## src/rtl/fetch_pkg.sv

```systemverilog
// Shared definitions for the instruction fetch stage and later decode stages:
// the fetch state encoding, the default reset PC and the bit positions of the
// ARMv4 decode fields.
package fetch_pkg;

   typedef enum logic [1:0] {
      IDLE  = 2'd0,
      REQ   = 2'd1,
      HOLD  = 2'd2,
      FAULT = 2'd3
   } fetch_state_e;

   localparam logic [31:0] RESET_PC_DEFAULT = 32'h0000_0000;

   localparam int unsigned COND_MSB  = 32'd31;
   localparam int unsigned COND_LSB  = 32'd28;
   localparam int unsigned OP_MSB    = 32'd27;
   localparam int unsigned OP_LSB    = 32'd26;
   localparam int unsigned FUNCT_MSB = 32'd25;
   localparam int unsigned FUNCT_LSB = 32'd20;
   localparam int unsigned RD_MSB    = 32'd15;
   localparam int unsigned RD_LSB    = 32'd12;
   localparam int unsigned SH_MSB    = 32'd6;
   localparam int unsigned SH_LSB    = 32'd5;

   // True when the two low address bits do not describe a word boundary.
   function automatic logic is_unaligned(input logic [1:0] lo_bits);
      return (lo_bits != 2'b00);
   endfunction

endpackage

```

## src/rtl/fetch_unit_if.sv

```systemverilog
// Fetch-stage bus: instruction memory req/ack on one side, the registered
// instruction plus decode fields towards the control unit on the other.
// Optional align_fault member exists only when FETCH_ALIGN_FAULT_EN is defined.
interface fetch_unit_if #(
   parameter int unsigned ADDR_W = 32
);
   logic              imem_req;
   logic [ADDR_W-1:0] imem_addr;
   logic              imem_ack;
   logic [31:0]       imem_rdata;
   logic              instr_valid;
   logic              instr_ready;
   logic              pc_src;
   logic [ADDR_W-1:0] result;
   logic [31:0]       instr;
   logic [ADDR_W-1:0] pc_plus8;
   logic [3:0]        cond;
   logic [1:0]        op;
   logic [5:0]        funct;
   logic [3:0]        rd;
   logic [1:0]        sh;
`ifdef FETCH_ALIGN_FAULT_EN
   logic              align_fault;
`endif

   // Fetch unit side.
   modport master (
`ifdef FETCH_ALIGN_FAULT_EN
      output align_fault,
`endif
      output imem_req, imem_addr, instr_valid, instr, pc_plus8,
             cond, op, funct, rd, sh,
      input  imem_ack, imem_rdata, instr_ready, pc_src, result
   );

   // Memory / control-unit side.
   modport slave (
`ifdef FETCH_ALIGN_FAULT_EN
      input  align_fault,
`endif
      input  imem_req, imem_addr, instr_valid, instr, pc_plus8,
             cond, op, funct, rd, sh,
      output imem_ack, imem_rdata, instr_ready, pc_src, result
   );

endinterface

```

## src/rtl/fetch_unit_instr_splitter.sv

```systemverilog
// Pure slicing of an ARMv4 instruction word into its decode fields.
// No decode logic lives here so later stages can reuse it unchanged.
module instr_splitter
   import fetch_pkg::*;
(
   input  logic [31:0] i_instr,
   output logic [3:0]  o_cond,
   output logic [1:0]  o_op,
   output logic [5:0]  o_funct,
   output logic [3:0]  o_rd,
   output logic [1:0]  o_sh
);

   assign o_cond  = i_instr[COND_MSB:COND_LSB];
   assign o_op    = i_instr[OP_MSB:OP_LSB];
   assign o_funct = i_instr[FUNCT_MSB:FUNCT_LSB];
   assign o_rd    = i_instr[RD_MSB:RD_LSB];
   assign o_sh    = i_instr[SH_MSB:SH_LSB];

endmodule

```

## src/rtl/fetch_unit.sv

```systemverilog
// Instruction fetch stage: owns the PC, fetches one word per req/ack
// handshake, holds it for the control unit and selects the next PC on
// consume (sequential or branch target from the datapath result).
// Optional feature macro: FETCH_ALIGN_FAULT_EN - an unaligned branch target
// raises a sticky align_fault and parks the unit until reset; without it the
// low target bits are simply cleared.
module fetch_unit
   import fetch_pkg::*;
#(
   parameter int unsigned       ADDR_W   = 32,
   parameter logic [ADDR_W-1:0] RESET_PC = ADDR_W'(RESET_PC_DEFAULT)
) (
   input  logic         clk,
   input  logic         rst,
   fetch_unit_if.master bus
);

   fetch_state_e      r_state;
   fetch_state_e      w_state_nxt;
   logic [ADDR_W-1:0] r_pc;
   logic [ADDR_W-1:0] w_pc_nxt;
   logic [ADDR_W-1:0] w_target;
   logic [31:0]       r_instr;
   logic              r_req;
   logic              r_valid;
   logic              w_load;
   logic              w_consume;
`ifdef FETCH_ALIGN_FAULT_EN
   logic              r_fault;
   logic              w_fault_set;
`endif

   logic [3:0] w_cond;
   logic [1:0] w_op;
   logic [5:0] w_funct;
   logic [3:0] w_rd;
   logic [1:0] w_sh;

   // A consume only counts while an instruction is actually held.
   assign w_consume = r_valid & bus.instr_ready;
   // Branch target forced onto a word boundary.
   assign w_target  = bus.result & ~(ADDR_W'(3));

   // Next-state and next-PC selection; ack/ready/pc_src only matter in the state that owns them.
   always_comb begin
      w_state_nxt = r_state;
      w_pc_nxt    = r_pc;
      w_load      = 1'b0;
`ifdef FETCH_ALIGN_FAULT_EN
      w_fault_set = 1'b0;
`endif
      case (r_state)
         IDLE: begin
            w_state_nxt = REQ;
         end
         REQ: begin
            if (bus.imem_ack) begin
               w_load      = 1'b1;
               w_state_nxt = HOLD;
            end else begin
               w_state_nxt = REQ;
            end
         end
         HOLD: begin
            if (w_consume) begin
`ifdef FETCH_ALIGN_FAULT_EN
               if (bus.pc_src && is_unaligned(bus.result[1:0])) begin
                  w_fault_set = 1'b1;
                  w_state_nxt = FAULT;
               end else begin
                  w_pc_nxt    = bus.pc_src ? w_target : (r_pc + ADDR_W'(4));
                  w_state_nxt = REQ;
               end
`else
               w_pc_nxt    = bus.pc_src ? w_target : (r_pc + ADDR_W'(4));
               w_state_nxt = REQ;
`endif
            end else begin
               w_state_nxt = HOLD;
            end
         end
`ifdef FETCH_ALIGN_FAULT_EN
         FAULT: begin
            w_state_nxt = FAULT;
         end
`endif
         default: begin
            w_state_nxt = IDLE;
         end
      endcase
   end

   // FSM state register.
   always_ff @(posedge clk or negedge rst) begin
      if (!rst) begin
         r_state <= IDLE;
      end else begin
         r_state <= w_state_nxt;
      end
   end

   // Registered PC, instruction and handshake outputs, all following the next state.
   always_ff @(posedge clk or negedge rst) begin
      if (!rst) begin
         r_pc    <= RESET_PC;
         r_instr <= 32'h0000_0000;
         r_req   <= 1'b0;
         r_valid <= 1'b0;
      end else begin
         r_pc    <= w_pc_nxt;
         r_req   <= (w_state_nxt == REQ);
         r_valid <= (w_state_nxt == HOLD);
         if (w_load) begin
            r_instr <= bus.imem_rdata;
         end else begin
            r_instr <= r_instr;
         end
      end
   end

`ifdef FETCH_ALIGN_FAULT_EN
   // Sticky alignment fault, cleared only by reset.
   always_ff @(posedge clk or negedge rst) begin
      if (!rst) begin
         r_fault <= 1'b0;
      end else begin
         r_fault <= r_fault | w_fault_set;
      end
   end

   assign bus.align_fault = r_fault;
`endif

   instr_splitter u_splitter (
      .i_instr (r_instr),
      .o_cond  (w_cond),
      .o_op    (w_op),
      .o_funct (w_funct),
      .o_rd    (w_rd),
      .o_sh    (w_sh)
   );

   assign bus.imem_req    = r_req;
   assign bus.imem_addr   = r_pc;
   assign bus.instr_valid = r_valid;
   assign bus.instr       = r_instr;
   assign bus.pc_plus8    = r_pc + ADDR_W'(8);
   assign bus.cond        = w_cond;
   assign bus.op          = w_op;
   assign bus.funct       = w_funct;
   assign bus.rd          = w_rd;
   assign bus.sh          = w_sh;

endmodule

```

## src/flat_wrapper.sv

```systemverilog
// flat-port wrapper written by rule: the top's interface ports become plain ports
module fetch_unit_flat import fetch_pkg::*;
#(
   parameter int unsigned       ADDR_W   = 32,
   parameter logic [ADDR_W-1:0] RESET_PC = ADDR_W'(RESET_PC_DEFAULT)
)
  (clk, rst, bus_imem_req, bus_imem_addr, bus_instr_valid, bus_instr, bus_pc_plus8, bus_cond, bus_op, bus_funct, bus_rd, bus_sh, bus_imem_ack, bus_imem_rdata, bus_instr_ready, bus_pc_src, bus_result);
  fetch_unit_if #(.ADDR_W(ADDR_W)) bus_i ();
  input  logic clk;
  input  logic rst;
  output wire logic [$bits(bus_i.imem_req)-1:0] bus_imem_req;
  output wire logic [$bits(bus_i.imem_addr)-1:0] bus_imem_addr;
  output wire logic [$bits(bus_i.instr_valid)-1:0] bus_instr_valid;
  output wire logic [$bits(bus_i.instr)-1:0] bus_instr;
  output wire logic [$bits(bus_i.pc_plus8)-1:0] bus_pc_plus8;
  output wire logic [$bits(bus_i.cond)-1:0] bus_cond;
  output wire logic [$bits(bus_i.op)-1:0] bus_op;
  output wire logic [$bits(bus_i.funct)-1:0] bus_funct;
  output wire logic [$bits(bus_i.rd)-1:0] bus_rd;
  output wire logic [$bits(bus_i.sh)-1:0] bus_sh;
  input wire logic [$bits(bus_i.imem_ack)-1:0] bus_imem_ack;
  input wire logic [$bits(bus_i.imem_rdata)-1:0] bus_imem_rdata;
  input wire logic [$bits(bus_i.instr_ready)-1:0] bus_instr_ready;
  input wire logic [$bits(bus_i.pc_src)-1:0] bus_pc_src;
  input wire logic [$bits(bus_i.result)-1:0] bus_result;
  assign bus_imem_req = bus_i.imem_req;
  assign bus_imem_addr = bus_i.imem_addr;
  assign bus_instr_valid = bus_i.instr_valid;
  assign bus_instr = bus_i.instr;
  assign bus_pc_plus8 = bus_i.pc_plus8;
  assign bus_cond = bus_i.cond;
  assign bus_op = bus_i.op;
  assign bus_funct = bus_i.funct;
  assign bus_rd = bus_i.rd;
  assign bus_sh = bus_i.sh;
  assign bus_i.imem_ack = bus_imem_ack;
  assign bus_i.imem_rdata = bus_imem_rdata;
  assign bus_i.instr_ready = bus_instr_ready;
  assign bus_i.pc_src = bus_pc_src;
  assign bus_i.result = bus_result;
  fetch_unit #(.ADDR_W(ADDR_W), .RESET_PC(RESET_PC)) u_core (.clk(clk), .rst(rst), .bus(bus_i));
endmodule
```

## config.mk

```make
export PLATFORM = sky130hd
export DESIGN_NAME = fetch_unit_flat
export DESIGN_NICKNAME = d
export VERILOG_FILES = /design/src/rtl/fetch_pkg.sv /design/src/rtl/fetch_unit_if.sv /design/src/rtl/fetch_unit_instr_splitter.sv /design/src/rtl/fetch_unit.sv /design/src/flat_wrapper.sv
export SDC_FILE = /design/constraint.sdc
export NUM_CORES = 1
export LEC_CHECK = 0
export BUFFER_PORTS_ARGS = -buffer_cell sky130_fd_sc_hd__clkbuf_2
export CAP_MARGIN = 20
export CORE_ASPECT_RATIO = 0.5
export CORE_MARGIN = 4
export CORE_UTILIZATION = 24
export CTS_BUF_LIST = sky130_fd_sc_hd__clkbuf_2 sky130_fd_sc_hd__clkbuf_4 sky130_fd_sc_hd__clkbuf_8
export DETAILED_ROUTE_END_ITERATION = 16
export PLACE_DENSITY_LB_ADDON = 0.05
export REMOVE_ABC_BUFFERS = 1
export SLEW_MARGIN = 20
export SYNTH_ARGS = -nofsm -noshare
export SYNTH_HDL_FRONTEND = slang
export SYNTH_SLANG_ARGS = --single-unit
```

## constraint.sdc

```tcl
create_clock -name clk -period 2.4 [get_ports clk]
set_input_delay 0.12 -clock clk [delete_from_list [all_inputs] [get_ports clk]]
set_output_delay 0.12 -clock clk [all_outputs]
set_load 0.1 [all_outputs]
```

; Word level (Yosys, flattened, before mapping)
; Index checks and enable logic that the tools add are counted.
[classes]
n_addsub = 2
multipliers = 0
n_div = 0
order_cmp = 0
n_eq_ne = 4
n_shift = 0
muxes = 6
n_bitwise = 1
n_reduce_logical = 2
[ops]
columns = operator, count
row1 = $add A32 B3 Y32 const B, 1
row2 = $add A32 B4 Y32 const B, 1
row3 = $mux W32, 1
row4 = $pmux W2 S3, 1
row5 = $eq A2 B1 Y1 const B, 2
row6 = $eq A2 B2 Y1 const B, 2
row7 = $mux W2, 2
row8 = $logic_not A2 Y1, 1
row9 = $mux W1, 2
row10 = $reduce_and A2 Y1, 1
row11 = $and A1 B1 Y1, 1
[totals]
ff_bits = 68
latchBits = 0
ram_bits = 0
rom_bits = 0
input_bits = 69
wordCells = 20
mem_count = 0

; Depth between registers and ports, before layout
; Gate-level depths: netlist of run 1.
[depth]
ltp_word = 4
ltp_mapped = 6
mapped_depth_nobuf = 5

; By module
; From an unflattened synthesis of run 1, not the netlist that was laid out.
[unflattened]
hier_cells = 435
area_unflattened_um2 = 4015.1
[by_module_without_submodules]
columns = mod, instances, cells_per_inst, area_each_um2, seq_area_each_um2
row1 = fetch_unit, 1, 417, 3880.0, 1651.6
row2 = instr_splitter, 1, 18, 135.1, 0.0

; Worst setup path after synthesis of run 1
; No wires, ideal clock.
[synth_path]
path_type = reg-to-output
start = register u_core.r_pc[4], in the netlist u_core.bus.imem_addr[4]
end = output bus_pc_plus8[27]
arrival_time_ns = 3.741
path_slack_ns = -1.461
stages_incl_launch_ff = 7
path_buffers = 1
cell_sequence = dfrtp_1 > ha_1 > clkbuf_2 > nand3_1 > nor3_2 > nand3_1 > xnor2_1
[synth_via]
elab_chain_len = 1
[synth_rtl]
columns = element, line
row1 = from (decl), fetch_unit.sv:20  ; logic [ADDR_W-1:0] r_pc;
row2 = from (signal assigned), fetch_unit.sv:110  ; r_pc <= w_pc_nxt;
row3 = $add A32 B4 Y32, fetch_unit.sv:147  ; assign bus.pc_plus8 = r_pc + ADDR_W'(8);
row4 = to (decl), flat_wrapper.sv:15  ; output wire logic [$bits(bus_i.pc_plus8)-1:0] bus_pc_plus8;
; Every way passes these cells.

; Final worst setup path of run 1
[layout_path]
start = register u_core.r_pc[11], in the netlist u_core.bus.imem_addr[11]
end = output bus_pc_plus8[25]
; The elaborated chain is that of the path after synthesis.

==> results of run 1 <==
==> routing by layer <==
layer / GRT usage / vias up
met5: 0 / -
met4: 0.03672 / 0
met3: 0.03773 / 10
met2: 0.2470 / 126
met1: 0.2280 / 1975
li1: - / 1995
==> cell usage after synthesis (9+ instances only) <==
master    number
nor4_1         9
nand2_1       36
nor3_1        15
o21ai_0       25
buf_2         14
xnor2_1       17
clkbuf_1      16
mux2_2        32
dfrtp_1       66
and4_1         9
nor2_1        23
buf_4         26
xor2_1        10
nand4_1       10
a21oi_1       13
nand3_1       14
or3_1         11
==> worst max-delay path: stages, from the launching register on <==
cell and delay [ns]:
dfrtp_2 0.50, nand4_4 0.22, nor4_2 0.35, buf_4 0.17, nand2_1 0.08, xnor2_2 0.22, buf_12 0.21
==> logic make-up after synthesis <==
logic type	count (synthesis)
AO/OA/AOI/OAI	81
other	1
XOR/XNOR	27
adder cells (fa/ha/maj)	2
AND/OR/NAND/NOR	161
buffers and inverters	65
flip-flops	66
multiplexers	33
==> what timing repair did <==
item                       4_1_cts  5_1_grt
hold endpoints to repair        99        0
gates resized for setup         12       16
setup endpoints to repair       13       16
hold buffers                    34        0
setup buffers                    0        4
pin swaps                        1        4
==> through the flow <==
| step | util | area [µm²] | setup WS [ns] |
|---|---|---|---|
| floorplan | - | 3822 | -1.539 |
| detailed placement | 0.3371 | 5623 | 0.3160 |
| finish | 0.3827 | 6384 | 0.1607 |
| global placement | 0.3371 | 5623 | 0.3142 |
| CTS | 0.3761 | 6274 | 0.0001430 |
| global route | 0.3827 | 6384 | -0.02636 |
==> final cells by class <==
type	instances	area (µm²)	share of cell area
timing repair buffer	254	1887	0.2956
inverter	5	18.77	0.002940
clock buffer	10	131.4	0.02058
tap	227	284.0	0.04449
clock inverter	6	137.6	0.02156
multi-input combinational	308	2258	0.3538
sequential	66	1667	0.2611
==> final timing paths <==
path                       cells after the start  slack, ns                     start                       end
setup / recovery                               6       0.16  u_core.bus.imem_addr[11]          bus_pc_plus8[25]
hold / removal                                 3       0.03            bus_result[19]  u_core.bus.imem_addr[19]
setup reg to reg                               6       0.41   u_core.bus.imem_addr[3]  u_core.bus.imem_addr[21]
hold reg to reg                                1       0.51      u_core.bus.instr[11]      u_core.bus.instr[11]
max in group asynchronous                      3       1.74                       rst  u_core.bus.imem_addr[21]
min in group asynchronous                      3       0.30                       rst   u_core.bus.imem_addr[7]
==> state kept, by name, indices dropped and copies added (netlist names) <==
register                flops
u_core.bus.instr           32
u_core.bus.imem_addr       30
u_core.bus.instr_valid      1
u_core.r_state              2
u_core.bus.imem_req         1
==> run metrics, run 1 <==
RSZ-0062 raised after global routing yes; H-tree levels 3; Hold Fails Final Rpt 0; largest net degree at the start of global routing 67; Worst Max-Slew Pin Slew 0.5733 ns; #FFs+latches synth 66; Final Skew 0.01527 ns; Std-Cell Rows 33; commonest non-fill, non-tap cell in the layout clkbuf_2; post-DP HPWL 11340 µm; cell taking the most area after synthesis dfrtp_1; HP Class input port to flop; WL met3 877 µm; Initial DRT Pass Iterations 4; first-pass GRT wire length 24810 µm; Fin Hold WS 0.03208 ns; initial drt markers 162; IO Pins 185; XOR/XNOR Fraction of Synth Area 0.05694; Mapped Cells 436; Die Span Y 101.0 µm; post-synthesis compound-gate area fraction 0.1299; CTS Sinks 66; Crit Path Max Fanout 9; die span in x 194.0 µm; worst path required time 2.28 ns; CTS tree built; setup TNS 0 ns; CP Launch Type flop; WP data arrival 2.12 ns; wire per inst 17.73 µm; Max Clock Freq 446.6 MHz; CTS buffer count 9; Clock Tree Buf Depth 2; largest family of logic cells by synthesized area simple AND/OR/NAND/NOR gates; DRC viols 0; share of the synthesized area in the top cell type 0.3977; fin cells 876; vias in the first global route 4253; Tmin final 2.239 ns; initial cell density of the core 0.2489; top sig layer met4; endpoints failing setup 0; status finished clean; Synth Area per Inst 9.525 µm²; Die Footprint 0.01960 mm²; area share of and/or/nand/nor cells after synthesis 0.2326; n_diodes 0; Max Cap Viol 0; most frequent cells in the layout 152 x clkbuf_2, 54 x dfrtp_1, 46 x buf_4, 36 x nand2_1, 34 x dlygate4sd3_1; slew margin rel. 0.6194; Final Max Tran Viols 0; DR vias 4106; share of layout cells above drive strength 1 0.4715; Crit. End Element output port; dpl cells 822; nets 715; IO buf count 178; Syn. warnings 0; clock slew at reported path FFs 0.09 ns; Unique masters post-synth 52; CORE AREA 0.01668 mm²; Fillers 1704; post-synthesis sequential area ratio 0.3977; Synth async-reset ratio 1.000; Setup CP Type flop to output port; Adder-Cell Fraction of Synth Area 0.006026; DR vias/cell 4.687; final worst-path cycle share 0.9330; GR Util All Layers 0.1599; top_reg_cell synth dfrtp_1; metal2 WL 6817 µm; ranking of synthesized cells by area dfrtp_1 40%, mux2_2 8.7%, buf_4 4.7%, xnor2_1 3.6%, nand2_1 3.3%; cell area after synthesis 0.004153 mm²; EDFF count, synth 0; clock root buffer clkbuf_8; M1 WL 7676 µm; routability congestion estimate 0.7716; initial antenna violation count 0; Routed Antenna Nets 0; gr ovfl total 0; clk_lat worst skew 0.36 ns; layout overhead on the synthesized area 53.72%; post-synthesis mux area share 0.08918; total length of routed wires 15530 µm
Power of run 1 is not shown: default switching activity piles up to over one toggle a cycle in this logic, so the estimate is an artifact.
==> run 2: changes to the inputs <==
==> constraint.sdc (replaced) <==
create_clock -name clk -period 2.8 [get_ports clk]
set_input_delay 0.14 -clock clk [delete_from_list [all_inputs] [get_ports clk]]
set_output_delay 0.14 -clock clk [all_outputs]
set_load 0.1 [all_outputs]
==> run metrics, run 2 (same netlist as run 1, synthesis figures left out) <==
status finished clean; gr ovfl total 0 (unchanged); DR vias/cell 4.771 (+1.8%); Routed Antenna Nets 0 (unchanged); wire per inst 18.08 µm (+2.0%); Worst Max-Slew Pin Slew 0.9356 ns (+0.3623 ns); Initial DRT Pass Iterations 4 (unchanged); post-DP HPWL 11250 µm (-0.74%); critical path startpoint u_core.bus.imem_addr[4]; number of flip-flops in the largest register 32 (unchanged); Crit Path Max Fanout 10 (+1); CP max stage cell dfrtp_1; Max Clock Freq 381.7 MHz; total length of routed wires 15370 µm (-1.0%); Final Skew 0.01855 ns (+0.003276 ns); GR Util All Layers 0.1574 (-0.002464); Clock Tree Buf Depth 2 (unchanged); Std-Cell Rows 33 (unchanged); Die Footprint 0.01960 mm² (unchanged); n_diodes 0 (unchanged); layout overhead on the synthesized area 41.16%; Setup CP Type flop to output port; Max Cap Viol 0 (unchanged); Fillers 1789 (+5.0%); commonest non-fill, non-tap cell in the layout clkbuf_2; launching point of the worst reg2reg path u_core.bus.imem_addr[4]; CORE AREA 0.01668 mm² (unchanged); endpoints failing setup 0 (unchanged); die span in x 194.0 µm (unchanged); worst-path cell chain ha_1, nand3_1, nor3_4, nand3_1, xnor2_1, buf_12; Hold Startpoint bus_imem_rdata[5]; DRC viols 0 (unchanged); CTS Sinks 66 (unchanged); IO buf count 178 (unchanged); worst path required time 2.66 ns (+0.38 ns); most frequent CP cell nand3_1; Hold Fails Final Rpt 0 (unchanged); HP Class input port to flop; setup TNS 0 ns (unchanged); H-tree levels 3 (unchanged); final worst-path cycle share 0.9357; IO Pins 185 (unchanged); share of layout cells above drive strength 1 0.4222 (-0.04934); Final Max Tran Viols 0 (unchanged); CTS buffer count 9 (unchanged); CP Launch Type flop; DR vias 4055 (-1.2%); nets 689 (-3.6%); Crit. End Element output port; initial antenna violation count 0 (unchanged); slew margin rel. 0.3763 (-0.2432); most frequent cells in the layout 160 x clkbuf_2, 65 x dfrtp_1, 36 x nand2_1, 32 x mux2_2, 30 x dlygate4sd3_1; vias in the first global route 4134 (-2.8%); initial cell density of the core 0.2489 (unchanged); slowest cell delay on critical path 0.51 ns (about the same); first-pass GRT wire length 24340 µm (-1.9%); WP data arrival 2.48 ns (+0.36 ns); RSZ-0062 raised after global routing no; clock root buffer clkbuf_8; Die Span Y 101.0 µm (unchanged); CTS tree built; largest net degree at the start of global routing 67 (unchanged); clock slew at reported path FFs 0.09 ns (about the same); routability congestion estimate 0.7477 (-3.1%); initial drt markers 158 (-2.5%); clk_lat worst skew 0.36 ns (about the same); Tmin final 2.620 ns
## run 2: cell types whose count changed in the layout (fill, tap and decap cells not counted), moves of 3 or more
cell and delta:
clkbuf_2 +8, xnor2_2 -6, xnor2_1 +6, dlygate4sd3_1 -4, buf_12 -13, dfrtp_1 +11
buf_2 +3, nor4_2 -3, buf_4 -20, dfrtp_2 -11
## run 2: cell type report
type	count	area (µm²)	area share
sequential	66	1653	0.2820
tap	227	284.0	0.04845
clock inverter	5	85.08	0.01451
clock buffer	11	145.1	0.02476
inverter	5	18.77	0.003202
timing repair buffer	228	1491	0.2544
multi-input combinational	308	2185	0.3727
## run 2: metrics by stage
| step | setup WS [ns] | hold slack (ns) | instance area, µm² | util | instances |
|---|---|---|---|---|---|
| 2_1_floorplan | -1.159 | -0.1556 | 3822 | - | 379 |
| 3_3_place_gp | 0.4631 | 0.3516 | 5298 | 0.3176 | 804 |
| 3_5_place_dp | 0.4466 | 0.3456 | 5298 | 0.3176 | 804 |
| 4_1_cts | 0.02518 | 0.000003053 | 5808 | 0.3482 | 848 |
| 5_1_grt | 0.01119 | 0.004725 | 5862 | 0.3514 | 850 |
| 6_report | 0.1800 | 0.02406 | 5862 | 0.3514 | 850 |
## run 2: worst max-delay path: cells and delay by family (launching register included)
family,cells,cell delay [ns]
and+or+nand+nor,3,0.85
xor gates and xnor gates,1,0.29
adders and majority gates,1,0.24
buffers and inverters,1,0.22
DFF,1,0.51
## run 2: layer usage
metal  vias up  routed length [µm]  track usage
met5         -                   0            0
met3         5                 715      0.03907
met2       114                6959       0.2537
met4         0                  73      0.02592
met1      2000                7622       0.2193
li1       1936                   -            -
## run 2: what timing repair did
item,in CTS,in global routing
buffers inserted,0,0
hold endpoints to repair,93,2
resized for setup,0,9
hold buffers,28,2
endpoints found under the setup margin,0,10
## run 2: path summary, 6_finish.rpt
check | endpoint | slack (ns) | cells past startpoint
max | bus_pc_plus8[27] | 0.18 | 6
min | u_core.bus.instr[5] | 0.02 | 2
max reg2reg | u_core.bus.imem_addr[21] | 0.51 | 6
min reg2reg | u_core.bus.instr[9] | 0.51 | 1
max in group asynchronous | u_core.bus.imem_addr[15] | 1.64 | 2
min in group asynchronous | u_core.bus.imem_addr[6] | 0.44 | 2
Power of run 2 is left out for the same reason.
